File: config.mk
export PLATFORM = sky130hd
export DESIGN_NAME = register_file
export DESIGN_NICKNAME = d
export VERILOG_FILES = /design/src/rtl/register_file_pkg.sv /design/src/rtl/register_file_checker.sv /design/src/rtl/register_file_read_port.sv /design/src/rtl/register_file.sv
export SDC_FILE = /design/constraint.sdc
export NUM_CORES = 2
export LEC_CHECK = 0
export CORE_AREA = 2 2 347 349
export CTS_CLUSTER_SIZE = 8
export DETAILED_ROUTE_END_ITERATION = 8
export DIE_AREA = 0 0 349 351
export DONT_BUFFER_PORTS = 1
export GPL_TIMING_DRIVEN = 0
export SLEW_MARGIN = 5
export SYNTH_ARGS = -nofsm -noshare
export SYNTH_HDL_FRONTEND = slang
export SYNTH_SLANG_ARGS = --single-unit
export TNS_END_PERCENT = 100
File: constraint.sdc
create_clock -name clk -period 74.8 [get_ports clk]
set_input_delay 22.44 -clock clk [delete_from_list [all_inputs] [get_ports clk]]
set_output_delay 22.44 -clock clk [all_outputs]
set_load 0.02 [all_outputs]
File: src/rtl/register_file_pkg.sv
// Core-wide shared definitions for the integer register file.
// Provides the architectural data width, the register index width, the
// hardwired-zero register index and the matching address/data typedefs.
// Default parameter values of the register file modules come from here.
package register_file_pkg;

    localparam int unsigned XLEN       = 32;
    localparam int unsigned REG_ADDR_W = 5;
    localparam int unsigned REG_ZERO   = 0;

    typedef logic [REG_ADDR_W-1:0] reg_addr_t;
    typedef logic [XLEN-1:0]       reg_data_t;

endpackage

File: src/rtl/register_file_checker.sv
// Simulation-only checks for the register file write port.
// Ports:
//   clk, rst - clock and asynchronous active-high reset of the register file
//   regwr    - write enable being monitored
// Flags an unknown write enable whenever the block is out of reset.
module register_file_checker (
    input logic clk,
    input logic rst,
    input logic regwr
);

    // Write enable must be a known value outside reset
    a_regwr_known: assert property (@(posedge clk) disable iff (rst) !$isunknown(regwr));

endmodule

File: src/rtl/register_file_read_port.sv
// One combinational read port of the register file.
// Ports:
//   rs      - read address
//   regs    - storage array, entries 1 .. 2**ADDRSIZE-1 (x0 has no storage)
//   wr_en   - qualified write enable (already gated by reset in the top)
//   wr_addr - write address, used only for forwarding
//   wr_data - write data, used only for forwarding
//   rsdata  - read data
// Address 0 always returns zero. With BYPASS=1 a same-cycle write to the
// addressed register is forwarded; x0 is never forwarded.
module register_file_read_port
    import register_file_pkg::*;
#(
    parameter int ADDRSIZE = REG_ADDR_W,
    parameter int WORDSIZE = XLEN,
    parameter int BYPASS   = 0
)
(
    input  logic [ADDRSIZE-1:0] rs,
    input  logic [WORDSIZE-1:0] regs [1:(2**ADDRSIZE)-1],
    input  logic                wr_en,
    input  logic [ADDRSIZE-1:0] wr_addr,
    input  logic [WORDSIZE-1:0] wr_data,
    output logic [WORDSIZE-1:0] rsdata
);

    logic is_zero_s;
    logic fwd_hit_s;

    // Address decode: x0 detect and forwarding match
    always_comb begin
        is_zero_s = (rs == ADDRSIZE'(REG_ZERO));
        fwd_hit_s = (BYPASS != 0) && wr_en && (wr_addr == rs);
    end

    // Read mux: zero for x0, forwarded data on a hit, else stored value
    always_comb begin
        rsdata = {WORDSIZE{1'b0}};
        if (is_zero_s) begin
            rsdata = {WORDSIZE{1'b0}};
        end else if (fwd_hit_s) begin
            rsdata = wr_data;
        end else begin
            rsdata = regs[rs];
        end
    end

endmodule

File: src/rtl/register_file.sv
// Integer register file: two combinational read ports, one synchronous
// write port, x0 hardwired to zero.
// Ports:
//   clk     - clock, writes on rising edge
//   rst     - asynchronous active-high reset, clears all registers
//   regwr   - write enable for rd
//   rs1/rs2 - read addresses
//   rd      - write address (x0 writes are discarded)
//   rddata  - write data, stored verbatim
//   rs1data/rs2data - read data
module register_file
    import register_file_pkg::*;
#(
    parameter int ADDRSIZE = REG_ADDR_W,
    parameter int WORDSIZE = XLEN,
    parameter int BYPASS   = 0
)
(
    input  logic                clk,
    input  logic                rst,
    input  logic                regwr,
    input  logic [ADDRSIZE-1:0] rs1,
    input  logic [ADDRSIZE-1:0] rs2,
    input  logic [ADDRSIZE-1:0] rd,
    input  logic [WORDSIZE-1:0] rddata,
    output logic [WORDSIZE-1:0] rs1data,
    output logic [WORDSIZE-1:0] rs2data
);

    localparam int DEPTH = 2**ADDRSIZE;

    logic [WORDSIZE-1:0] regs_r [1:DEPTH-1];
    logic [DEPTH-1:1]    we_s;
    logic                fwd_en_s;

    // Forwarding must not leak write data onto the read ports during reset
    assign fwd_en_s = regwr & ~rst;

    for (genvar g = 1; g < DEPTH; g++) begin : g_reg
        // Per-register write decode: an unknown regwr only reaches the addressed entry
        assign we_s[g] = regwr & (rd == ADDRSIZE'(g));

        // Per-register storage with asynchronous clear
        always_ff @(posedge clk or posedge rst) begin
            if (rst) begin
                regs_r[g] <= {WORDSIZE{1'b0}};
            end else if (we_s[g]) begin
                regs_r[g] <= rddata;
            end
        end
    end

    register_file_read_port #(
        .ADDRSIZE (ADDRSIZE),
        .WORDSIZE (WORDSIZE),
        .BYPASS   (BYPASS)
    ) u_rp1 (
        .rs      (rs1),
        .regs    (regs_r),
        .wr_en   (fwd_en_s),
        .wr_addr (rd),
        .wr_data (rddata),
        .rsdata  (rs1data)
    );

    register_file_read_port #(
        .ADDRSIZE (ADDRSIZE),
        .WORDSIZE (WORDSIZE),
        .BYPASS   (BYPASS)
    ) u_rp2 (
        .rs      (rs2),
        .regs    (regs_r),
        .wr_en   (fwd_en_s),
        .wr_addr (rd),
        .wr_data (rddata),
        .rsdata  (rs2data)
    );

    register_file_checker u_chk (
        .clk   (clk),
        .rst   (rst),
        .regwr (regwr)
    );

endmodule

Yosys cells after proc, flatten, opt, wreduce, memory -nomap -nowiden
Index checks and enable logic that the tools add are counted.

operators by class
  equal/unequal tests = 31
  reductions and logical operators = 2
  magnitude comparators = 2
  mux-type cells = 8
  bitwise gates (word level) = 33

operators with widths
  cell                                                 number
  binary-select mux 32 bit (select 5 bit)              2
  2-to-1 mux 32 bit                                    6
  equality test 5 bit, second input constant           16
  equality test 5 x 4 -> 1 bit, second input constant  8
  AND 1 bit                                            31
  equality test 5 x 3 -> 1 bit, second input constant  4
  >= comparator 6 bit, second input constant           2
  inverter 5 -> 6 bit                                  2
  equality test 5 x 2 -> 1 bit, second input constant  2
  logical NOT 5 bit                                    2
  equality test 5 x 1 -> 1 bit, second input constant  1

storage, ports and cells
  flip-flop bits (word level) = 992
  output and inout port bits = 64
  bits of input ports = 50

Depth between registers and ports, before layout
  depth after elaboration = 5
  mapped depth = 8
  gate-level depth less buffers = 4

By module
A second synthesis with hierarchy kept.

second synthesis, totals
  cell total of the unflattened synthesis = 4087
  area total of the unflattened synthesis = 53935.5 um^2

by module, submodules not included
  module                   instances  cells an instance  area an instance (um^2)  sequential area each (um^2)
  register_file            1          2225               37104.3                  24823.8
  register_file_read_port  2          931                8415.6                   0.0

Worst setup path before layout
OpenSTA, ideal clock, no wires.

  path kind = in2out
  start = input rs1[1]
  end = output rs1data[30]
  path slack = 28256 ps
  buffers on the path = 4
  data required time = 52360 ps
  data arrival time = 24104 ps
  stages on the path = 8
  path through = buf_2 buf_2 or2_2 buf_2 buf_2 o22ai_1 nor3_1 a211oi_1

between the ends
  cells in the longest elaborated chain, start to end = 5
  elaborated cells between the ends (all ways) = 6
  those cells by class = 4 x mux; 1 x bitwise; 1 x reduce/logical

ends and longest elaborated chain
  what                                                  line                           text
  start: declaration                                    register_file.sv:22            input logic [ADDRSIZE-1:0] rs1,
  inverter 5 -> 6 bit (not written as such)             register_file_read_port.sv:44  rsdata = regs[rs];
  binary-select mux 32 bit (select 5 bit)               register_file_read_port.sv:44
  2-to-1 mux 32 bit (not written as such) (2 in a row)  register_file_read_port.sv:44
  2-to-1 mux 32 bit *                                   register_file_read_port.sv:39  if (is_zero_s) begin
  end: declaration                                      register_file.sv:26            output logic [WORDSIZE-1:0] rs1data,

Mark *: on every way between the ends. The rest lies on a longest branch, timed or not. The select of a mux whose other input is x is not followed.

Final worst setup path
  start = input rs2[2]
  end = output rs2data[17]

between the ends
  cells in the longest elaborated chain, start to end = 5
  elaborated cells between the ends (all ways) = 6
  those cells by class = 4 x mux; 1 x bitwise; 1 x reduce/logical

ends and longest elaborated chain
  what                                                  line                           text
  start: declaration                                    register_file.sv:23            input logic [ADDRSIZE-1:0] rs2,
  inverter 5 -> 6 bit (not written as such)             register_file_read_port.sv:44
  binary-select mux 32 bit (select 5 bit)               register_file_read_port.sv:44
  2-to-1 mux 32 bit (not written as such) (2 in a row)  register_file_read_port.sv:44
  2-to-1 mux 32 bit *                                   register_file_read_port.sv:39
  end: declaration                                      register_file.sv:27            output logic [WORDSIZE-1:0] rs2data

Marked as above.

==> summary.md <==
| Metric | Value |
|---|---|
| Status | `finished, final reports clean` |
| GR Util All Layers | `32.9%` |
| Grt met2 use | `49.5%` |
| Initial core utilization | `44.6%` |
| Synth warnings | `0` |
| H-tree levels | `4` |
| CP Class | `input port to output pin` |
| Post-layout net count | `4212` |
| Hold Worst Slack | `0.508 ns` |
| Commonest non-fill, non-tap cell in the layout | `mux2_2` |
| Vias in the first global route | `37400` |
| Initial antenna violation count | `2` |
| # Max-Cap Violations | `0` |
| Most frequent cell on the critical path | `clkbuf_1` |
| Root buffer cell | `clkbuf_16` |
| CTS hold repair buffers | `0` |
| Endpoint class of the critical path | `output pin` |
| CTS tree | `yes` |
| Mapped Cells | `4007` |
| Busiest grt layer | `met2` |
| Die footprint | `0.122 sq mm` |
| Setup_tns | `0 ns` |
| Clk buf depth | `3` |
| Crit-path max FO | `10` |
| Critical path arrival | `26.24 ns` |
| Mean Syn Cell Area | `13.3 sq um` |
| Final Critical Period | `48.68 ns` |
| Biggest register | `regs_r` |
| Fin area | `0.0592 sq mm` |
| Top Registers | `regs_r (992)` |
| Final period util | `65.1%` |
| Largest register FFs | `992` |
| Core footprint | `0.119 sq mm` |
| Via-to-Cell Ratio | `6.64` |
| Final ANT Viol Nets | `0` |
| Area Growth Syn to Fin | `11.5%` |
| Share of Yosys cell area claimed by the top area cell type | `46.7%` |
| Layout Skew | `0 ns` |
| HPWL Detailed | `151000 um` |
| Syn nets | `4057` |
| Total gr overflow | `0` |
| Share of layout cells above drive strength 1 | `39.0%` |
| # setup viols final | `0` |
| Global-route met3 utilization | `9.96%` |
| Synth top area cells | `dfrtp_1 47%, mux2_2 23%, mux2i_1 9.9%` |
| Worst path bufs/invs | `3` |
| Worst Tran Pin Value | `1.44 ns` |
| Area leader, netlist | `dfrtp_1` |
| Num rows | `127` |
| Sink Count | `992` |
| Drt total wl | `204000 um` |
| VDD IR-drop max | `0.0000274 V` |
| First-pass DRT Iterations | `6` |
| Most frequent cells in the layout | `1078 x mux2_2, 992 x dfrtp_1, 527 x mux2i_1, 287 x o22ai_1, 193 x clkbuf_1` |
| First-pass GRT wire length | `285000 um` |
| RSZ-0062 raised after global routing | `false` |
| Register area share after synthesis | `46.7%` |
| Pleak | `26.4 nW` |
| Cell Pwr Density | `27.9 mW/mm^2` |
| CP startpoint kind | `input port` |
| Fill cells | `10200` |
| Worst-Skew Late Latency | `0.75 ns` |
| Die H | `351 um` |
| Iter 0 DRT Violations | `4383` |
| RD Place Congestion | `0.970` |
| Worst Path Required | `52.36 ns` |
| DRC violations left | `0` |
| M1 GR Usage | `43.6%` |
| Max incr delay on CP | `1.06 ns` |
| Slowest CP cell | `nor3_1` |
| Worst hold path class | `flop to flop` |
| Slew Viols, Final | `0` |
| Synth unique cells | `39` |
| Crit path cell chain | `clkbuf_1, nand2b_1, clkbuf_1, clkbuf_1, o22ai_1, nor3_1, a211oi_2` |
| Reg clk slew, reported paths | `0.05 ns` |
| Fmax | `0.0205 GHz` |
| Routed vias | `38000` |
| Max transition margin | `3.81%` |
| Critical path's top delay family | `buffers and inverters` |
| I/O Buffers | `0` |
| Dpl cell area | `0.0554 sq mm` |
| Boundary Pins | `114` |
| Fin. Hold Viols | `0` |
| Overall die width | `349 um` |
| Pin count of the biggest net entering global routing | `113` |
| Synth Register Bits | `992` |
| Cell area after synthesis | `0.0531 sq mm` |
| Postcts setup bufs | `0` |
| Drt wl/cell | `35.5 um` |
| CTS Buf Count | `142` |
| Post_cts resized | `0` |
kinds of logic after synthesis:
logic type,after synthesis,share of synthesized area [%]
flops,992,46.7
buf+inv,430,3.77
compound gates,509,6.71
simple gates,270,2.65
mux,1806,40.1
power by group:
part           leakage, nW  switching, mW  internal (mW)
clock                 1.87          0.241          0.348
combinational         11.8          0.170          0.172
sequential            12.7         0.0809          0.643
total                 26.4          0.492           1.16
layout make-up:
| class | count | area (sq um) | share of cell area (%) |
|---|---|---|---|
| Multi-Input combinational cell | 2585 | 26400 | 44.5 |
| Sequential cell | 992 | 24800 | 41.9 |
| Clock buffer | 150 | 3700 | 6.25 |
| Buffer | 428 | 1990 | 3.37 |
| Tap cell | 1548 | 1940 | 3.27 |
| Timing Repair Buffer | 11 | 303 | 0.511 |
| Clock inverter | 8 | 91.3 | 0.154 |
| Inverter | 2 | 15.0 | 0.0253 |
| Antenna cell | 6 | 15.0 | 0.0253 |
Yosys cell counts, drive strengths merged:
cell type  instances
a211oi            46
a21oi             14
a221o             15
a221oi            49
a22oi             63
a31oi              2
and2               3
and2b              1
and3               1
buf              237
clkbuf           191
dfrtp            992
inv                2
mux2            1133
mux2i            527
mux4             146
nand2             17
nand2b            10
nand3              4
nand3b             1
nand4              1
nand4b             3
nor2              31
nor2b              7
nor3             149
nor3b              2
o221ai            15
o22ai            287
o31a              18
or2                5
or3               34
or3b               1
per-stage QoR:
step / power [mW] / setup WS (ns) / utilization (%) / instances
floorplan: 0.955 / 24.45 / - / 4007
global placement: 1.05 / 12.08 / 46.3 / 5555
detailed placement: 1.06 / 26.40 / 46.5 / 5566
CTS: 1.65 / 26.40 / 49.7 / 5724
global route: 1.71 / 26.27 / 49.8 / 5724
finish: 1.65 / 26.12 / 49.8 / 5730
per-layer routing:
metal / part of all wire [%] / vias to the layer above
met5: 0.0064 / -
met2: 44 / 2023
met1: 40 / 19900
met4: 5.4 / 2
li1: - / 15600
met3: 10 / 516
path summary, 6_finish.rpt:
path                            slack, ns         from     endpoint  depth (start not counted)
min in group asynchronous           21.56          rst  regs_r[835]                          1
max in group asynchronous           51.44          rst  regs_r[661]                          4
worst max-delay path                26.12       rs2[2]  rs2data[17]                          7
worst min register to register       0.51  regs_r[102]  regs_r[102]                          1
worst min-delay path                 0.51  regs_r[102]  regs_r[102]                          1
worst max register to register      73.97  regs_r[372]  regs_r[372]                          1
No activity file was read; power rests on OpenSTA's default activity.
